===== config.mk =====
export PLATFORM = sky130hd
export DESIGN_NAME = bpsk_correlator_demod
export DESIGN_NICKNAME = d
export VERILOG_FILES = /design/src/rtl/bpsk_correlator_demod.sv
export SDC_FILE = /design/constraint.sdc
export NUM_CORES = 1
export LEC_CHECK = 0
export CAP_MARGIN = 20
export CORE_MARGIN = 10
export CORE_UTILIZATION = 40
export CTS_CLUSTER_DIAMETER = 50
export DETAILED_ROUTE_END_ITERATION = 10
export PLACE_DENSITY = 0.65
export SYNTH_ARGS = -nofsm -noshare
export SYNTH_HDL_FRONTEND = slang
export SYNTH_SLANG_ARGS = --single-unit

===== constraint.sdc =====
create_clock -name clock -period 19.8 [get_ports clock]
set_clock_uncertainty 0.2 [all_clocks]
set_input_delay 4.95 -clock clock [delete_from_list [all_inputs] [get_ports clock]]
set_output_delay 4.95 -clock clock [all_outputs]
set_load 0.1 [all_outputs]

===== src/rtl/bpsk_correlator_demod.sv =====
// ----------------------------------------------------------------------------
// bpsk_correlator_demod
//
// Integrate-and-dump BPSK demodulator. Each valid sample is multiplied by the
// reference sine amplitude for the current phase. The products are summed
// over SAMPLES_PER_SYMBOL samples. Once per symbol the block emits a hard
// bit, a soft metric, a low-confidence flag and a saturation flag.
//
// Ports
//   clock         in   system clock, rising edge
//   reset_n       in   synchronous active-low reset
//   sample_valid  in   signal carries a valid sample this cycle
//   signal        in   signed received sample
//   ref_phase     out  index into the external sine table
//   ref_amp       in   signed table amplitude for ref_phase (same cycle)
//   resync        in   start a new symbol at the current sample
//   threshold     in   magnitude below which a decision is low-confidence
//   sym_valid     out  one-cycle pulse, symbol outputs updated
//   sym_bit       out  decided bit (optionally differentially decoded)
//   sym_soft      out  signed soft metric
//   low_conf      out  |final sum| < threshold
//   saturated     out  accumulator clipped during this symbol
//   symbol_count  out  symbols emitted, wraps silently
// ----------------------------------------------------------------------------
module bpsk_correlator_demod #(
   parameter int DATA_WIDTH         = 16,
   parameter int SAMPLES_PER_SYMBOL = 32,
   parameter int ACC_WIDTH          = 48,
   parameter int SOFT_WIDTH         = 16,
   parameter int SOFT_SHIFT         = 8,
   parameter bit DIFFERENTIAL       = 1'b0
) (
   input  logic                         clock,
   input  logic                         reset_n,
   input  logic                         sample_valid,
   input  logic signed [DATA_WIDTH-1:0] signal,
   output logic        [15:0]           ref_phase,
   input  logic signed [DATA_WIDTH-1:0] ref_amp,
   input  logic                         resync,
   input  logic        [ACC_WIDTH-2:0]  threshold,
   output logic                         sym_valid,
   output logic                         sym_bit,
   output logic signed [SOFT_WIDTH-1:0] sym_soft,
   output logic                         low_conf,
   output logic                         saturated,
   output logic        [15:0]           symbol_count
);

   localparam int PROD_WIDTH = 2 * DATA_WIDTH;
   // Working width for the raw sum: wide enough that acc + product never wraps.
   localparam int SUM_WIDTH  = ((ACC_WIDTH > PROD_WIDTH) ? ACC_WIDTH : PROD_WIDTH) + 2;

   localparam logic signed [ACC_WIDTH-1:0] ACC_MAX = {1'b0, {(ACC_WIDTH-1){1'b1}}};
   localparam logic signed [ACC_WIDTH-1:0] ACC_MIN = {1'b1, {(ACC_WIDTH-1){1'b0}}};
   localparam logic signed [ACC_WIDTH-1:0] SOFT_MAX =
      {{(ACC_WIDTH-SOFT_WIDTH+1){1'b0}}, {(SOFT_WIDTH-1){1'b1}}};
   localparam logic signed [ACC_WIDTH-1:0] SOFT_MIN =
      {{(ACC_WIDTH-SOFT_WIDTH+1){1'b1}}, {(SOFT_WIDTH-1){1'b0}}};
   localparam logic [15:0] LAST_PHASE = 16'(SAMPLES_PER_SYMBOL - 1);

   logic        [15:0]           phase;
   logic signed [ACC_WIDTH-1:0]  acc;
   logic                         sat_pending;
   logic                         prev_decision;

   logic signed [PROD_WIDTH-1:0] product;
   logic signed [SUM_WIDTH-1:0]  raw_sum;
   logic signed [ACC_WIDTH-1:0]  next_sum;
   logic                         clip;
   logic signed [ACC_WIDTH-1:0]  shifted;
   logic signed [ACC_WIDTH-1:0]  soft_clamped;
   logic        [ACC_WIDTH-1:0]  magnitude;
   logic                         decision;
   logic                         final_sample;

   // resync restarts the symbol on this very sample, so the table lookup must
   // already point at phase 0 in the same cycle.
   assign ref_phase = resync ? 16'd0 : phase;

   assign product      = signal * ref_amp;
   assign final_sample = sample_valid && !resync && (phase == LAST_PHASE);

   // NOTE: every signal assigned in always_comb gets a default at the top of
   // the block, so no path can leave it unassigned and infer a latch.
   always_comb begin
      raw_sum      = '0;
      next_sum     = '0;
      clip         = 1'b0;
      shifted      = '0;
      soft_clamped = '0;
      magnitude    = '0;
      decision     = 1'b0;

      // A resync sample starts from an empty accumulator.
      raw_sum = (resync ? SUM_WIDTH'(0) : SUM_WIDTH'(acc)) + SUM_WIDTH'(product);

      if (raw_sum > SUM_WIDTH'(ACC_MAX)) begin
         next_sum = ACC_MAX;
         clip     = 1'b1;
      end else if (raw_sum < SUM_WIDTH'(ACC_MIN)) begin
         next_sum = ACC_MIN;
         clip     = 1'b1;
      end else begin
         next_sum = ACC_WIDTH'(raw_sum);
      end

      decision = next_sum[ACC_WIDTH-1];

      shifted = next_sum >>> SOFT_SHIFT;
      if (shifted > SOFT_MAX)      soft_clamped = SOFT_MAX;
      else if (shifted < SOFT_MIN) soft_clamped = SOFT_MIN;
      else                         soft_clamped = shifted;

      // The most negative sum has no positive twin; report it as full scale.
      if (next_sum == ACC_MIN)      magnitude = ACC_MAX;
      else if (next_sum < 0)        magnitude = -next_sum;
      else                          magnitude = next_sum;
   end

   // NOTE: all state here uses non-blocking assignments, and the reset is
   // sampled on the clock edge, so it takes effect on the edge like any input.
   always_ff @(posedge clock) begin
      if (!reset_n) begin
         phase         <= '0;
         acc           <= '0;
         sat_pending   <= 1'b0;
         prev_decision <= 1'b0;
         sym_valid     <= 1'b0;
         sym_bit       <= 1'b0;
         sym_soft      <= '0;
         low_conf      <= 1'b0;
         saturated     <= 1'b0;
         symbol_count  <= '0;
      end else begin
         sym_valid <= 1'b0;
         if (sample_valid) begin
            if (resync) begin
               acc         <= next_sum;
               phase       <= 16'd1;
               sat_pending <= 1'b0;
            end else if (final_sample) begin
               sym_valid     <= 1'b1;
               sym_bit       <= DIFFERENTIAL ? (decision ^ prev_decision) : decision;
               prev_decision <= decision;
               sym_soft      <= SOFT_WIDTH'(soft_clamped);
               low_conf      <= (magnitude < {1'b0, threshold});
               saturated     <= sat_pending | clip;
               symbol_count  <= symbol_count + 16'd1;
               acc           <= '0;
               phase         <= '0;
               sat_pending   <= 1'b0;
            end else begin
               acc         <= next_sum;
               phase       <= phase + 16'd1;
               sat_pending <= sat_pending | clip;
            end
         end else if (resync) begin
            acc         <= '0;
            phase       <= '0;
            sat_pending <= 1'b0;
         end
      end
   end

endmodule


### Word level (Yosys, flattened, before mapping)

Cells that the tools add are included.

* bits in latches: 0
* bits of input ports: 83
* bits in writable memories: 0
* ROM bits: 0
* memories: 0
* output and inout port bits: 52
* register bits: 101

* equal/unequal tests: 2
* $mul: 1
* mux-type cells: 22
* bitwise logic cells: 4
* magnitude comparators: 6
* divide/modulo/power cells: 0
* $add $sub $neg: 4
* reduce and logical (&&, ||, !) cells: 6
* shift-type cells: 0

Operators by type and width (count)
* $mux 48: 8
* $mux 16: 6
* $add 50x32->50: 1
* $gt 50x48->1 const B: 1
* $lt 50x48->1 const B: 1
* $mux 50: 1
* $eq 48x48->1 const B: 1
* $lt 48x1->1 const B: 1
* $lt 48x47->1: 1
* $neg 48->48: 1
* $gt 40x16->1 const B: 1
* $lt 40x16->1 const B: 1
* $add 16x1->16 const B: 2
* $mul 16x16->32: 1
* $eq 16x5->1 const B: 1
* $mux 1: 7
* $not 1->1: 3
* $reduce_and 3->1: 1
* $reduce_or 3->1: 1
* $logic_and 1x1->1: 2
* $reduce_bool 2->1: 1
* $logic_not 1->1: 1
* $or 1x1->1: 1

### Logic depth before layout (Yosys ltp)

* depth after elaboration: 9
* mapped depth: 42
* depth with buffers taken out: 40

### Worst setup path after synthesis

Ideal clock, no wire load.

* kind: input to register
* from: input ref_amp[1]
* to: register low_conf
* stages on the path: 40
* data required time: 19.530 ns
* setup time: 0.070 ns
* data arrival time: 15.151 ns
* path buffers: 4
* path slack: 4.379 ns
* path through: clkbuf_1 -> nand2_1 -> inv_1 -> fa_1 -> inv_1 -> fa_1 -> fa_1 -> fa_1 -> inv_1 -> fa_1 -> inv_1 -> fa_1 -> inv_1 -> ha_1 -> clkbuf_1 -> nand2_1 -> or3_1 -> nor4_1 -> (+4 left out) -> o31a_1 -> or4_1 -> buf_2 -> buf_2 -> nand2_1 -> ha_1 -> a21o_1 -> a21o_1 -> a21o_1 -> a21o_1 -> a21o_1 -> a21o_1 -> a21o_1 -> a221o_1 -> a21o_1 -> a21oi_1 -> o211ai_1 -> a21oi_1

* word-level cells in the longest chain between the ends: 9
* elaborated cells on any way between the ends: 12
* classes of those cells: 2 x add/sub; 1 x mul; 4 x order compare; 1 x eq/ne; 4 x mux

Ends and longest elaborated chain
* from (decl): RTL line 38 `input logic signed [DATA_WIDTH-1:0] ref_amp,`
* $mul 16x16->32 *: RTL line 80 `assign product = signal * ref_amp;`
* $add 50x32->50 *: RTL line 95 `raw_sum = (resync ? SUM_WIDTH'(0) : SUM_WIDTH'(acc)) + SUM_WIDTH'(product);`
* $lt 50x48->1: RTL line 100 `end else if (raw_sum < SUM_WIDTH'(ACC_MIN)) begin`
* $mux 48: RTL line 100
* $mux 48 *: RTL line 97 `if (raw_sum > SUM_WIDTH'(ACC_MAX)) begin`
* $neg 48->48 / $lt 48x1->1 (equally long branches): RTL line 116 `else if (next_sum < 0) magnitude = -next_sum;`
* $mux 48: RTL line 116
* $mux 48 *: RTL line 115 `if (next_sum == ACC_MIN) magnitude = ACC_MAX;`
* $lt 48x47->1 *: RTL line 146 `low_conf <= (magnitude < {1'b0, threshold});`
* to (signal assigned): RTL line 146
* to (decl): RTL line 44 `output logic low_conf,`

Every way passes the cells marked *; elsewhere a longest branch is shown, timed or not.
A chain may end at the register's enable or synchronous reset.

### Worst setup path after layout

* from: input signal[15]
* to: register low_conf

* word-level cells in the longest chain between the ends: 9
* elaborated cells on any way between the ends: 12
* classes of those cells: 2 x add/sub; 1 x mul; 4 x order compare; 1 x eq/ne; 4 x mux

Ends and longest elaborated chain
* from (decl): RTL line 36 `input logic signed [DATA_WIDTH-1:0] signal,`
* $mul 16x16->32 *: RTL line 80
* $add 50x32->50 *: RTL line 95
* $lt 50x48->1: RTL line 100
* $mux 48: RTL line 100
* $mux 48 *: RTL line 97
* $neg 48->48 / $lt 48x1->1 (equally long branches): RTL line 116
* $mux 48: RTL line 116
* $mux 48 *: RTL line 115
* $lt 48x47->1 *: RTL line 146

Marked as above.

==> run_results.csv <==
group,metric,value,unit
run_status,status,"finished, final reports clean",
logic_synthesis,syn_nets,3406,
logic_synthesis,synthAdderAreaFrac,42.6,%
worst_setup_path,cp.required,19.89,ns
floorplanning,core_area,56400,µm²
worst_setup_path,reg2reg_depth,34,
sta,min_period,17.52,ns
sta,post-route-period-util,88.5,%
min_path,holdPathEnd,"acc[1]",
sta,worst_slew_pin_slew,1.15,ns
global_routing,track_usage,21.0,%
logic_synthesis,synth_top_family_by_area,"adder cells",
logic_synthesis,yosys_warnings,0,
logic_synthesis,yosysUniqueCellTypes,86,
floorplanning,fp.dieW,259,µm
global_routing,grt_antenna_before_repair,1,
routing,routed_wirelength,68.8,mm
worst_setup_path,critPathBufInv,7,
floorplanning,die-area,66800,µm²
logic_synthesis,async_flop_share,0,%
worst_setup_path,cp_top_family,"adder cells",
worst_setup_path,worstSetupEndpointType,"register",
logic_synthesis,yosysSeqAreaShare,8.88,%
global_routing,grt-ovfl-total,0,
layout,final_common_cell,"inv_1",
worst_setup_path,crit_top_cell,"a21o_1",
layout,layout-drive-gt1-share,2.67,%
placed_design,pre_cts_slack,1.88,ns
sta,slew_headroom,22.6,%
logic_synthesis,muxShareOfSynthArea,0.231,%
worst_setup_path,max_stage_delay,0.95,ns
clock_network,clkSinkCount,101,
worst_setup_path,arrival,17.61,ns
layout,final_cell_mix,"inv_1, fa_1, nand2_1, ha_1, and2_1",
logic_synthesis,synth_area,22800,µm²
sta,setup_tns,0,ns
worst_setup_path,crit_slowest_cell,"fa_1",
worst_setup_path,path_class,"in -> reg",
clock_network,max-clock-path-buffers,2,
routing,via_per_inst,5.41,
routing,drtPass1Iterations,8,
floorplanning,die_h,259,µm
logic_synthesis,avgSynthCellArea,8.22,µm²
clock_network,clock_latency,0.36,ns
worst_setup_path,r2r-start,"acc[8]",
sta,setup_slack,2.28,ns
routing,first_iter_violations,1606,
logic_synthesis,synth_edf_count,0,
global_routing,grt_pass1_wl,114,mm
routing,vias,19310,
placed_design,io_buffers,134,
logic_synthesis,ys_ff_latch,101,
floorplanning,std_cell_rows,87,
min_path,min_path_type,"reg -> reg",
floorplanning,ioPinCount,135,
placed_design,place_hpwl,58.0,mm
layout,diodes,0,
placed_design,gp_congestion,0.965,
global_routing,grt_pass1_vias,20522,
floorplanning,initial_utilization,40.4,%
worst_setup_path,startpoint_type,"primary input",
clock_network,h-tree-depth,3,
worst_setup_path,crit_fanout,29,
worst_setup_path,rrSetupSlack,9.71,ns
routing,drc,0,
logic_synthesis,synthXorXnorAreaFrac,2.88,%
sta,rsz0062_at_grt,"false",
layout,fin_cells,3570,
run,drv_cap,0,
layout,syn2layout_area_growth,10.1,%
sta,max_freq,0.0571,GHz
clock_network,cts_root_buffer,"clkbuf_16",
logic_synthesis,postSynthCellCount,2770,
clock_network,cts_tree,"yes",
logic_synthesis,yosys.area_share.simple,20.0,%
logic_synthesis,synth-compound-area-share,14.7,%
clock_network,postCtsSetupRepairBufs,0,
clock_network,holdBufCountCts,0,
min_path,hold_start,"acc[1]",
logic_synthesis,synthFlopType,"dfxtp_1",
clock_network,cts_buffers,9,
worst_setup_path,reg2reg_to,"low_conf",
layout,nets,3445,
sta,final_hold_viol_count,0,
sta,setup_viol,0,
clock_network,clk_pin_slew,0.07,ns
global_routing,grt_max_degree,88,
placed_design,place_inst,3553,
sta,slew_violations,0,
routing,routedWlPerCell,19.3,µm
min_path,min_path_cells,2,
clock_network,cts_resized,0,
routing,drtAntennaViolNets,0,
## registers in the layout, indices dropped and copies added (netlist names)
signal,flops
low_conf,1
phase,16
symbol_count,16
sym_soft,16
saturated,1
sym_bit,1
acc,48
sat_pending,1
sym_valid,1
## layout make-up
class,count,area [µm²]
sequential,101,2020
inverter,515,1930
timing repair buffer,151,1470
multi-input combinational,2031,18300
fill,5644,31300
clock inverter,5,108
clock buffer,11,243
tap,756,946
## cell usage after synthesis (all sizes together) (4+ instances only)
cell | instances | area share, %
inv | 515 | 8.5
fa | 370 | 33
nand2 | 303 | 5.0
ha | 183 | 10
and2 | 174 | 4.8
o21ai | 150 | 3.4
a21oi | 135 | 3.0
dfxtp | 101 | 8.9
nor2b | 100 | 2.7
nor2 | 98 | 1.6
clkbuf | 93 | 1.5
xnor2 | 48 | 1.8
a21o | 39 | 1.3
nand3 | 37 | 0.81
nand4 | 33 | 0.91
buf | 30 | 0.67
nor3 | 27 | 0.62
a22oi | 26 | 0.88
xor2 | 26 | 1.0
or3 | 21 | 0.58
a211oi | 18 | 0.59
a31oi | 18 | 0.56
o211ai | 18 | 0.62
a21boi | 17 | 0.58
and3 | 17 | 0.47
nor4 | 15 | 0.44
and4 | 14 | 0.54
nand2b | 12 | 0.33
o31ai | 12 | 0.48
o21a | 10 | 0.33
o21bai | 10 | 0.33
or4 | 10 | 0.33
or2 | 7 | 0.19
a2111oi | 6 | 0.29
o211a | 5 | 0.22
o31a | 5 | 0.19
a2111o | 4 | 0.20
a221oi | 4 | 0.21
o22ai | 4 | 0.11
## cells by family (layout without fill, tap and decap cells)
family          count (synthesis)  in the layout
fa+ha+maj                     553            553
xor+xnor                       74             74
mux                             5              5
compound gates                514            514
buf+inv                       638            682
simple gates                  885            885
flops                         101            101
## tightest hold or removal path: cells and delay by family, from the launching register on
| family | cells | cell delay, ns |
|---|---|---|
| and+or+nand+nor | 1 | 0.05 |
| AOI/OAI and AO/OA | 1 | 0.06 |
| DFF | 1 | 0.31 |
## worst max path at each step
stage	slack, ns	cells after the start	endpoint	start
2_1_floorplan	4.38	40	low_conf	ref_amp[1]
3_3_place_gp	2.23	39	low_conf	signal[15]
3_5_place_dp	1.88	38	low_conf	signal[15]
4_1_cts	2.22	39	low_conf	signal[15]
5_1_grt	1.31	38	low_conf	signal[15]
6_report	2.28	39	low_conf	signal[15]
## metal layers
metal,up-vias,track usage [%],wire (µm)
met4,2,6.40,2230
met3,106,1.75,2390
met2,484,37.1,35100
met1,9736,26.8,29100
met5,-,0,13
li1,8982,-,-
## per-stage QoR
step	cell area, µm²	hold slack, ns	utilization, %
5_1_grt	25100	0.305	44.4
2_1_floorplan	22800	0.236	-
3_3_place_gp	24700	0.255	43.8
3_5_place_dp	24700	0.260	43.8
6_report	25100	0.272	44.4
4_1_cts	25000	0.270	44.4
Power is not shown: default switching activity piles up to over one toggle a cycle in this logic, so the estimate is an artifact.
